==> src/rtl/raster_engine.sv <==
// raster_engine: walks the pixels covered by one raster command (fill, point,
// line, filled rect) and emits framebuffer writes under fb_ready backpressure.
// Optional accepted-write counter: define RASTER_PERF_COUNT_EN.
//
// state   | meaning
// --------+-----------------------------------------------------------
// S_IDLE  | waiting for gpu_execute_request, outputs quiet
// S_FILL  | row-major sweep of the whole framebuffer
// S_POINT | single pixel at (x0,y0)
// S_RECT  | row-major sweep of the inclusive min/max box
// S_LINE  | Bresenham walk from (x0,y0) to (x1,y1)

package raster_pkg;
   typedef enum logic [1:0] {
      CMD_FILL  = 2'd0,
      CMD_POINT = 2'd1,
      CMD_LINE  = 2'd2,
      CMD_RECT  = 2'd3
   } raster_command_t;
endpackage

module raster_engine #(
   parameter int FB_WIDTH  = 213,
   parameter int FB_HEIGHT = 160,
   parameter int ADDR_W    = 16
) (
   input  logic                        clk,
   input  logic                        rst_async,
   input  raster_pkg::raster_command_t gpu_command,
   input  logic [7:0]                  gpu_x0,
   input  logic [7:0]                  gpu_y0,
   input  logic [7:0]                  gpu_x1,
   input  logic [7:0]                  gpu_y1,
   input  logic [2:0]                  gpu_colour,
   input  logic                        gpu_execute_request,
   output logic                        gpu_busy,
   output logic                        fb_we,
   output logic [ADDR_W-1:0]           fb_addr,
   output logic [2:0]                  fb_data,
   input  logic                        fb_ready,
   output logic [31:0]                 perf_pixels
);
   import raster_pkg::*;

   typedef enum logic [2:0] {S_IDLE, S_FILL, S_POINT, S_RECT, S_LINE} state_e;

   localparam logic [8:0]        FB_W9   = 9'(FB_WIDTH);
   localparam logic [8:0]        FB_H9   = 9'(FB_HEIGHT);
   localparam logic [7:0]        FB_XMAX = 8'(FB_WIDTH - 1);
   localparam logic [7:0]        FB_YMAX = 8'(FB_HEIGHT - 1);
   localparam logic [ADDR_W-1:0] FB_W_A  = ADDR_W'(FB_WIDTH);

   state_e             state_q, state_d;
   logic [7:0]         x_q, x_d, y_q, y_d;
   logic [7:0]         xl_q, xl_d;              // rect left edge for row wrap
   logic [7:0]         end_x_q, end_x_d;        // rect xh / line x1
   logic [7:0]         end_y_q, end_y_d;        // rect yh / line y1
   logic [2:0]         colour_q, colour_d;
   logic signed [8:0]  dx_q, dx_d;              // |dx|
   logic signed [8:0]  dy_q, dy_d;              // -|dy|
   logic               sx_q, sx_d, sy_q, sy_d;  // 1 = step negative
   logic signed [9:0]  err_q, err_d;

   logic               onscreen, adv;
   logic signed [8:0]  ddx, ddy, adx, ady;
   logic signed [10:0] e2, dx11, dy11;
   logic signed [9:0]  err_x, err_y;
   logic [7:0]         lo_x, hi_x, lo_y, hi_y;

   // Next-state, pixel stepping and output decode.
   always_comb begin
      state_d  = state_q;
      x_d      = x_q;
      y_d      = y_q;
      xl_d     = xl_q;
      end_x_d  = end_x_q;
      end_y_d  = end_y_q;
      colour_d = colour_q;
      dx_d     = dx_q;
      dy_d     = dy_q;
      sx_d     = sx_q;
      sy_d     = sy_q;
      err_d    = err_q;

      gpu_busy = (state_q != S_IDLE);
      onscreen = ({1'b0, x_q} < FB_W9) && ({1'b0, y_q} < FB_H9);
      fb_we    = gpu_busy && onscreen;
      fb_addr  = gpu_busy ? (ADDR_W'(y_q) * FB_W_A + ADDR_W'(x_q)) : '0;
      fb_data  = gpu_busy ? colour_q : 3'd0;
      // clipped pixels advance without waiting for the framebuffer
      adv      = gpu_busy && (!onscreen || fb_ready);

      ddx   = 9'({1'b0, gpu_x1} - {1'b0, gpu_x0});
      ddy   = 9'({1'b0, gpu_y1} - {1'b0, gpu_y0});
      adx   = ddx[8] ? -ddx : ddx;
      ady   = ddy[8] ? -ddy : ddy;
      lo_x  = (gpu_x0 < gpu_x1) ? gpu_x0 : gpu_x1;
      hi_x  = (gpu_x0 < gpu_x1) ? gpu_x1 : gpu_x0;
      lo_y  = (gpu_y0 < gpu_y1) ? gpu_y0 : gpu_y1;
      hi_y  = (gpu_y0 < gpu_y1) ? gpu_y1 : gpu_y0;

      e2    = {err_q, 1'b0};
      dx11  = {{2{dx_q[8]}}, dx_q};
      dy11  = {{2{dy_q[8]}}, dy_q};
      err_x = (e2 >= dy11) ? {dy_q[8], dy_q} : 10'sd0;
      err_y = (e2 <= dx11) ? {dx_q[8], dx_q} : 10'sd0;

      case (state_q)
         S_IDLE: begin
            if (gpu_execute_request) begin
               colour_d = gpu_colour;
               x_d      = gpu_x0;
               y_d      = gpu_y0;
               end_x_d  = gpu_x1;
               end_y_d  = gpu_y1;
               case (gpu_command)
                  CMD_FILL: begin
                     x_d     = 8'd0;
                     y_d     = 8'd0;
                     state_d = S_FILL;
                  end
                  CMD_POINT: state_d = S_POINT;
                  CMD_RECT: begin
                     x_d     = lo_x;
                     y_d     = lo_y;
                     xl_d    = lo_x;
                     end_x_d = hi_x;
                     end_y_d = hi_y;
                     state_d = S_RECT;
                  end
                  default: begin
                     sx_d    = ddx[8];
                     sy_d    = ddy[8];
                     dx_d    = adx;
                     dy_d    = -ady;
                     err_d   = 10'({adx[8], adx} + {dy_d[8], dy_d});
                     state_d = S_LINE;
                  end
               endcase
            end
         end
         S_FILL: begin
            if (adv) begin
               if (x_q == FB_XMAX) begin
                  x_d = 8'd0;
                  if (y_q == FB_YMAX) state_d = S_IDLE;
                  else                y_d = y_q + 8'd1;
               end else begin
                  x_d = x_q + 8'd1;
               end
            end
         end
         S_POINT: begin
            if (adv) state_d = S_IDLE;
         end
         S_RECT: begin
            if (adv) begin
               if (x_q == end_x_q) begin
                  if (y_q == end_y_q) state_d = S_IDLE;
                  else begin
                     x_d = xl_q;
                     y_d = y_q + 8'd1;
                  end
               end else begin
                  x_d = x_q + 8'd1;
               end
            end
         end
         S_LINE: begin
            if (adv) begin
               if (x_q == end_x_q && y_q == end_y_q) begin
                  state_d = S_IDLE;
               end else begin
                  err_d = err_q + err_x + err_y;
                  if (e2 >= dy11) x_d = sx_q ? x_q - 8'd1 : x_q + 8'd1;
                  if (e2 <= dx11) y_d = sy_q ? y_q - 8'd1 : y_q + 8'd1;
               end
            end
         end
         default: state_d = S_IDLE;
      endcase
   end

   // Command and walker registers.
   always_ff @(posedge clk or negedge rst_async) begin
      if (!rst_async) begin
         state_q  <= S_IDLE;
         x_q      <= '0;
         y_q      <= '0;
         xl_q     <= '0;
         end_x_q  <= '0;
         end_y_q  <= '0;
         colour_q <= '0;
         dx_q     <= '0;
         dy_q     <= '0;
         sx_q     <= 1'b0;
         sy_q     <= 1'b0;
         err_q    <= '0;
      end else begin
         state_q  <= state_d;
         x_q      <= x_d;
         y_q      <= y_d;
         xl_q     <= xl_d;
         end_x_q  <= end_x_d;
         end_y_q  <= end_y_d;
         colour_q <= colour_d;
         dx_q     <= dx_d;
         dy_q     <= dy_d;
         sx_q     <= sx_d;
         sy_q     <= sy_d;
         err_q    <= err_d;
      end
   end

`ifdef RASTER_PERF_COUNT_EN
   logic [31:0] perf_q, perf_d;

   // Count accepted writes; wraps naturally, cleared only by reset.
   always_comb begin
      perf_d = perf_q + {31'd0, (fb_we && fb_ready)};
   end

   // Counter register.
   always_ff @(posedge clk or negedge rst_async) begin
      if (!rst_async) perf_q <= '0;
      else            perf_q <= perf_d;
   end

   assign perf_pixels = perf_q;
`else
   assign perf_pixels = 32'd0;
`endif

endmodule

==> config.mk <==
export PLATFORM = sky130hd
export DESIGN_NAME = raster_engine
export DESIGN_NICKNAME = d
export VERILOG_FILES = /design/src/rtl/raster_engine.sv
export SDC_FILE = /design/constraint.sdc
export NUM_CORES = 1
export LEC_CHECK = 0
export BUFFER_PORTS_ARGS = -buffer_cell sky130_fd_sc_hd__buf_2
export CAP_MARGIN = 10
export CORE_MARGIN = 1.5
export CORE_UTILIZATION = 55
export CTS_CLUSTER_DIAMETER = 60
export DETAILED_ROUTE_END_ITERATION = 7
export GPL_ROUTABILITY_DRIVEN = 0
export PLACE_DENSITY = 0.88
export SETUP_SLACK_MARGIN = 0.05
export SLEW_MARGIN = 5
export SYNTH_ARGS = -nofsm -noshare
export SYNTH_HDL_FRONTEND = slang
export SYNTH_SLANG_ARGS = --single-unit
export TNS_END_PERCENT = 10
==> constraint.sdc <==
create_clock -name clk -period 4.8 [get_ports clk]
set_input_delay 0.72 -clock clk [delete_from_list [all_inputs] [get_ports clk]]
set_output_delay 0.72 -clock clk [all_outputs]
set_load 0.02 [all_outputs]
==> Yosys cells after proc, flatten, opt, wreduce, memory -nomap -nowiden <==
Cells that the tools add are included.
{ "word_totals": {"reg_bits": 76, "latch_bits": 0, "ram_bits": 0, "mem_bits_ro": 0, "out_inout_bits": 53, "word_cells": 133, "memories": 0} }
{ "op_classes": {"add_sub_neg": 13, "mul": 1, "n_div": 0, "order_cmp": 6, "n_eq_ne": 27, "n_shift": 0, "muxes": 54, "bitwise_logic": 1, "n_reduce_logical": 19} }
{ "op_table": {"columns": ["operator", "n"], "rows": [
  ["two-way mux 8 bit", 27],
  ["one-hot mux 8 bit (4 select lines)", 2],
  ["two-way mux 10 bit", 6],
  ["two-way mux 3 bit", 11],
  ["!= test 2 bit, second input constant", 16],
  ["one-hot mux 8 bit (2 select lines)", 2],
  ["negator 9 bit", 3],
  ["adder 10 bit", 2],
  ["one-hot mux 10 bit (2 select lines)", 1],
  ["two-way mux 9 bit", 2],
  ["subtractor 8 x 8 -> 9 bit", 2],
  ["adder 16 x 8 -> 16 bit", 1],
  ["adder 8 x 1 -> 8 bit, second input constant", 2],
  ["== test 8 bit", 2],
  ["== test 8 bit, second input constant", 2],
  ["less-than comparator 8 bit", 2],
  ["less-than comparator 8 bit, second input constant", 2],
  ["multiplier 8 x 8 -> 16 bit, second input constant", 1],
  ["two-way mux 16 bit", 1],
  ["subtractor 8 x 1 -> 8 bit, second input constant", 2],
  ["one-hot mux 3 bit (5 select lines)", 1],
  [">= comparator 11 x 9 -> 1 bit", 1],
  ["<= comparator 11 x 9 -> 1 bit", 1],
  ["AND reduction 11 bit", 1],
  ["23 further kinds", 28]
]} }

==> Logic depth before layout (Yosys ltp) <==
{ "logic_depth": {"depth_word": 8, "ltp_mapped": 23, "depth_no_buf": 22} }

==> Least setup slack after synthesis <==
OpenSTA, ideal clock, no wires.
{ "synth_path": {"path_type": "reg-to-output", "start": "reg y_q[3]", "end": "out fb_addr[15]", "arrival_ps": 4240, "required_ps": 4080, "slack_ps": -160, "stages_incl_launch_ff": 19, "n_path_buf": 0, "cell_sequence": "dfrtp_1 ha_1 ha_1 ha_1 inv_1 fa_1 inv_1 ha_1 fa_1 a21o_1 a21oi_1 o21bai_1 a21oi_1 o21bai_1 a21oi_1 o21ai_0 o41ai_1 xnor2_1 nor2_1"} }
{ "synth_between": {"elab_chain_len": 3} }
{ "synth_lines": {"columns": ["element", "line", "source"], "rows": [
  ["from (decl)", "54", "logic [7:0] x_q, x_d, y_q, y_d;"],
  ["from (signal assigned)", "202", "y_q <= y_d;"],
  ["multiplier 8 x 8 -> 16 bit", "88", "fb_addr = gpu_busy ? (ADDR_W'(y_q) * FB_W_A + ADDR_W'(x_q)) : '0;"],
  ["adder 16 x 8 -> 16 bit", "88", null],
  ["two-way mux 16 bit", "88", null],
  ["to (decl)", "38", "output logic [ADDR_W-1:0] fb_addr,"]
]} }
Every way passes these cells.

==> Worst setup path after layout <==
{ "layout_path": {"start": "reg y_q[1]", "end": "out fb_addr[15]"} }
Same word-level chain as after synthesis.

==> impl_metrics.csv <==
group,metric,value,unit
global_routing,grt_first_pass_wirelength,41.7,mm
timing,timing.final.ws_setup,-0.278,ns
outcome,violations,"negative setup slack",
logic_synthesis,ys_warn_count,0,
timing,max_freq,197,MHz
clocking,ctsLongestPathBuffers,2,
timing,worst_pin_slew,1.20,ns
routing,vias,8916,
clocking,clock_latency,0.34,ns
critical_path,regToRegSetupSlack,0.08,ns
logic_synthesis,synthArstFlopShare,1.00,
worst_hold_path,hp-start,"colour_q[0]",
timing,hold_ws,0.498,ns
die,row_count,47,
clocking,cts_tree,"built",
clocking,root_buffer,"clkbuf_16",
critical_path,critPathKind,"reg -> out",
logic_synthesis,yosys_most_used_dff,"dfrtp_1",
timing,hold_violations,0,
critical_path,required,4.08,ns
critical_path,end_kind,"output pin",
die,fp.dieW,134,um
global_routing,grt_usage,0.288,
cells_and_area,syn2layout_area_growth,14.3,%
worst_hold_path,min_to,"colour_q[0]",
critical_path,cp_max_fo,3,
critical_path,r2r_end,"err_q[9]",
flow_run,maxCapViolCount,0,
routing,ant_nets,0,
logic_synthesis,ys_types,73,
timing,drv_slew,0,
placement,portBuffers,61,
routing,drt_iter0_drc,917,
logic_synthesis,yosysSeqAreaShare,0.203,
clocking,numCtsBuffers,9,
cells_and_area,num-fill-cells,1333,
worst_hold_path,hold_path.class,"reg -> reg",
timing,fin_crit,5.08,ns
worst_hold_path,hold_path_depth,1,
routing,dr.max_layer_used,"met4",
timing,setup_violations,5,
timing,setup_tns,-0.582,ns
global_routing,overflow,0,
logic_synthesis,netlist_top_cells_area,"dfrtp_1 20%, ha_1 17%, fa_1 6.8%",
die,die-area,17800,um2
timing,period_share,1.06,
outcome,status,"finished with violations",
clocking,ctsHoldBuffers,0,
cells_and_area,nets,1454,
critical_path,cp-startpoint,"y_q[1]",
die,initial_core_util,0.565,
logic_synthesis,synthTopCellsByCount,"142 x nor2_1, 127 x ha_1, 127 x inv_1",
logic_synthesis,yosys.area.top_type,"dfrtp_1",
logic_synthesis,synth_edf_count,0,
timing,rsz0062_at_grt,"yes",
logic_synthesis,syn_area,9370,um2
logic_synthesis,synthCells,1157,
placement,post-dp-hpwl,19.2,mm
critical_path,startpoint_type,"register",
die,core,16600,um2
routing,wl_met1,10.1,mm
logic_synthesis,post_synth.cell_area_avg,8.10,um2
global_routing,grt_max_degree,77,
critical_path,arrival,4.36,ns
clocking,clock_sinks,76,
routing,viasPerCell,6.03,
die,ios,94,
clocking,path_clk_slew,0.06,ns
die,dieHeight,134,um
global_routing,grt_antenna_before_repair,0,
critical_path,r2r-start,"dx_q[6]",
timing,skew,0.00821,ns
routing,drt_pass1_iterations,6,
routing,wl_met2,11.9,mm
logic_synthesis,synthMostInstantiatedCell,"nor2_1",
clocking,h-tree-depth,3,
routing,drcViolationCount,0,
critical_path,reg2regPathDepth,20,
cells_and_area,insertedDiodeCount,0,
routing,wl_per_cell,17.1,um
routing,wl_met3,2.44,mm
global_routing,grt_pass1_vias,8699,
cells_and_area,drive_gt1_frac,0.169,
timing,relSlewSlack,0.198,
routing,drt_wl_total,25.2,mm
logic_synthesis,synth_top_area_share,0.203,
logic_synthesis,ys_ff_latch,76,
## worst max path at each step
stage	end	slack (ns)
3_5_place_dp	fb_addr[15]	-0.07
3_3_place_gp	fb_addr[15]	0.02
5_1_grt	fb_addr[15]	-0.41
6_report	fb_addr[15]	-0.28
4_1_cts	fb_addr[15]	-0.16
2_1_floorplan	fb_addr[15]	0.06
## routing by layer
| metal | up-vias | global-route usage |
|---|---|---|
| met5 | - | 0 |
| met4 | 0 | 0.0954 |
| met3 | 91 | 0.0476 |
| met2 | 488 | 0.484 |
| met1 | 4202 | 0.378 |
| li1 | 4135 | - |
## layout by cell type (no fill, tap or decap), types with 47 or more instances in the layout
cell type / instances
buf_2: 53
a21oi_1: 99
inv_1: 118
ha_1: 110
xnor2_1: 47
o21ai_0: 51
dfrtp_1: 72
buf_4: 69
nand2_1: 67
nor2_1: 141
## flip-flops by register name (all words and copies together) (netlist names)
| name | count |
|---|---|
| err_q | 10 |
| dx_q | 9 |
| dy_q | 9 |
| end_x_q | 8 |
| end_y_q | 8 |
| x_q | 8 |
| xl_q | 8 |
| y_q | 8 |
| colour_q | 3 |
| state_q | 3 |
| sx_q | 1 |
| sy_q | 1 |
## critical path, cell delays in order, from the launching register on
cell and delay [ns]:
dfrtp_1 0.42, buf_6 0.14, ha_2 0.16, ha_1 0.30, ha_2 0.18, inv_1 0.05, fa_1 0.48, inv_1 0.05
ha_2 0.19, fa_2 0.39, a21o_1 0.18, a21oi_2 0.14, o21bai_1 0.10, a21oi_2 0.17, o21bai_1 0.10, a21oi_2 0.17
o21ai_2 0.09, o41ai_2 0.36, xnor2_1 0.17, nor2_2 0.06, buf_6 0.13
## kinds of logic (layout without fill, tap and decap cells)
family	after synthesis	count (layout)	synth area share
flops	76	76	0.203
compound gates	288	288	0.195
simple gates	335	335	0.169
fa+ha+maj	159	159	0.238
other cells	1	32	0.000400
xor+xnor	82	82	0.0812
buf+inv	199	269	0.0934
mux	17	17	0.0195
## repair_timing
item	in CTS	in global routing
resized for setup	29	23
setup buffers	6	4
pin swaps	29	30
endpoints found under the setup margin	6	9
cloned	0	0
hold endpoints to repair	0	0
## per-stage QoR
step / utilization / worst slack [ns] / instance area (um2) / instances
6_report: 0.646 / -0.278 / 10700 / 1478
5_1_grt: 0.646 / -0.415 / 10700 / 1478
3_5_place_dp: 0.610 / -0.0683 / 10100 / 1453
4_1_cts: 0.640 / -0.159 / 10600 / 1474
3_3_place_gp: 0.610 / 0.0173 / 10100 / 1453
2_1_floorplan: - / 0.0582 / 9510 / 1188
## final cells by class
class                   count  area, um2  area share
multi-input cells         913       6920       0.646
inverters                 127        477      0.0445
flip-flops and latches     76       1910       0.178
well taps                 220        275      0.0257
clock inverters             3       47.5     0.00444
repair buffers            127        840      0.0784
clock buffers              12        246      0.0230
Power is not shown: default switching activity piles up to over one toggle a cycle in this logic, so the estimate is an artifact.
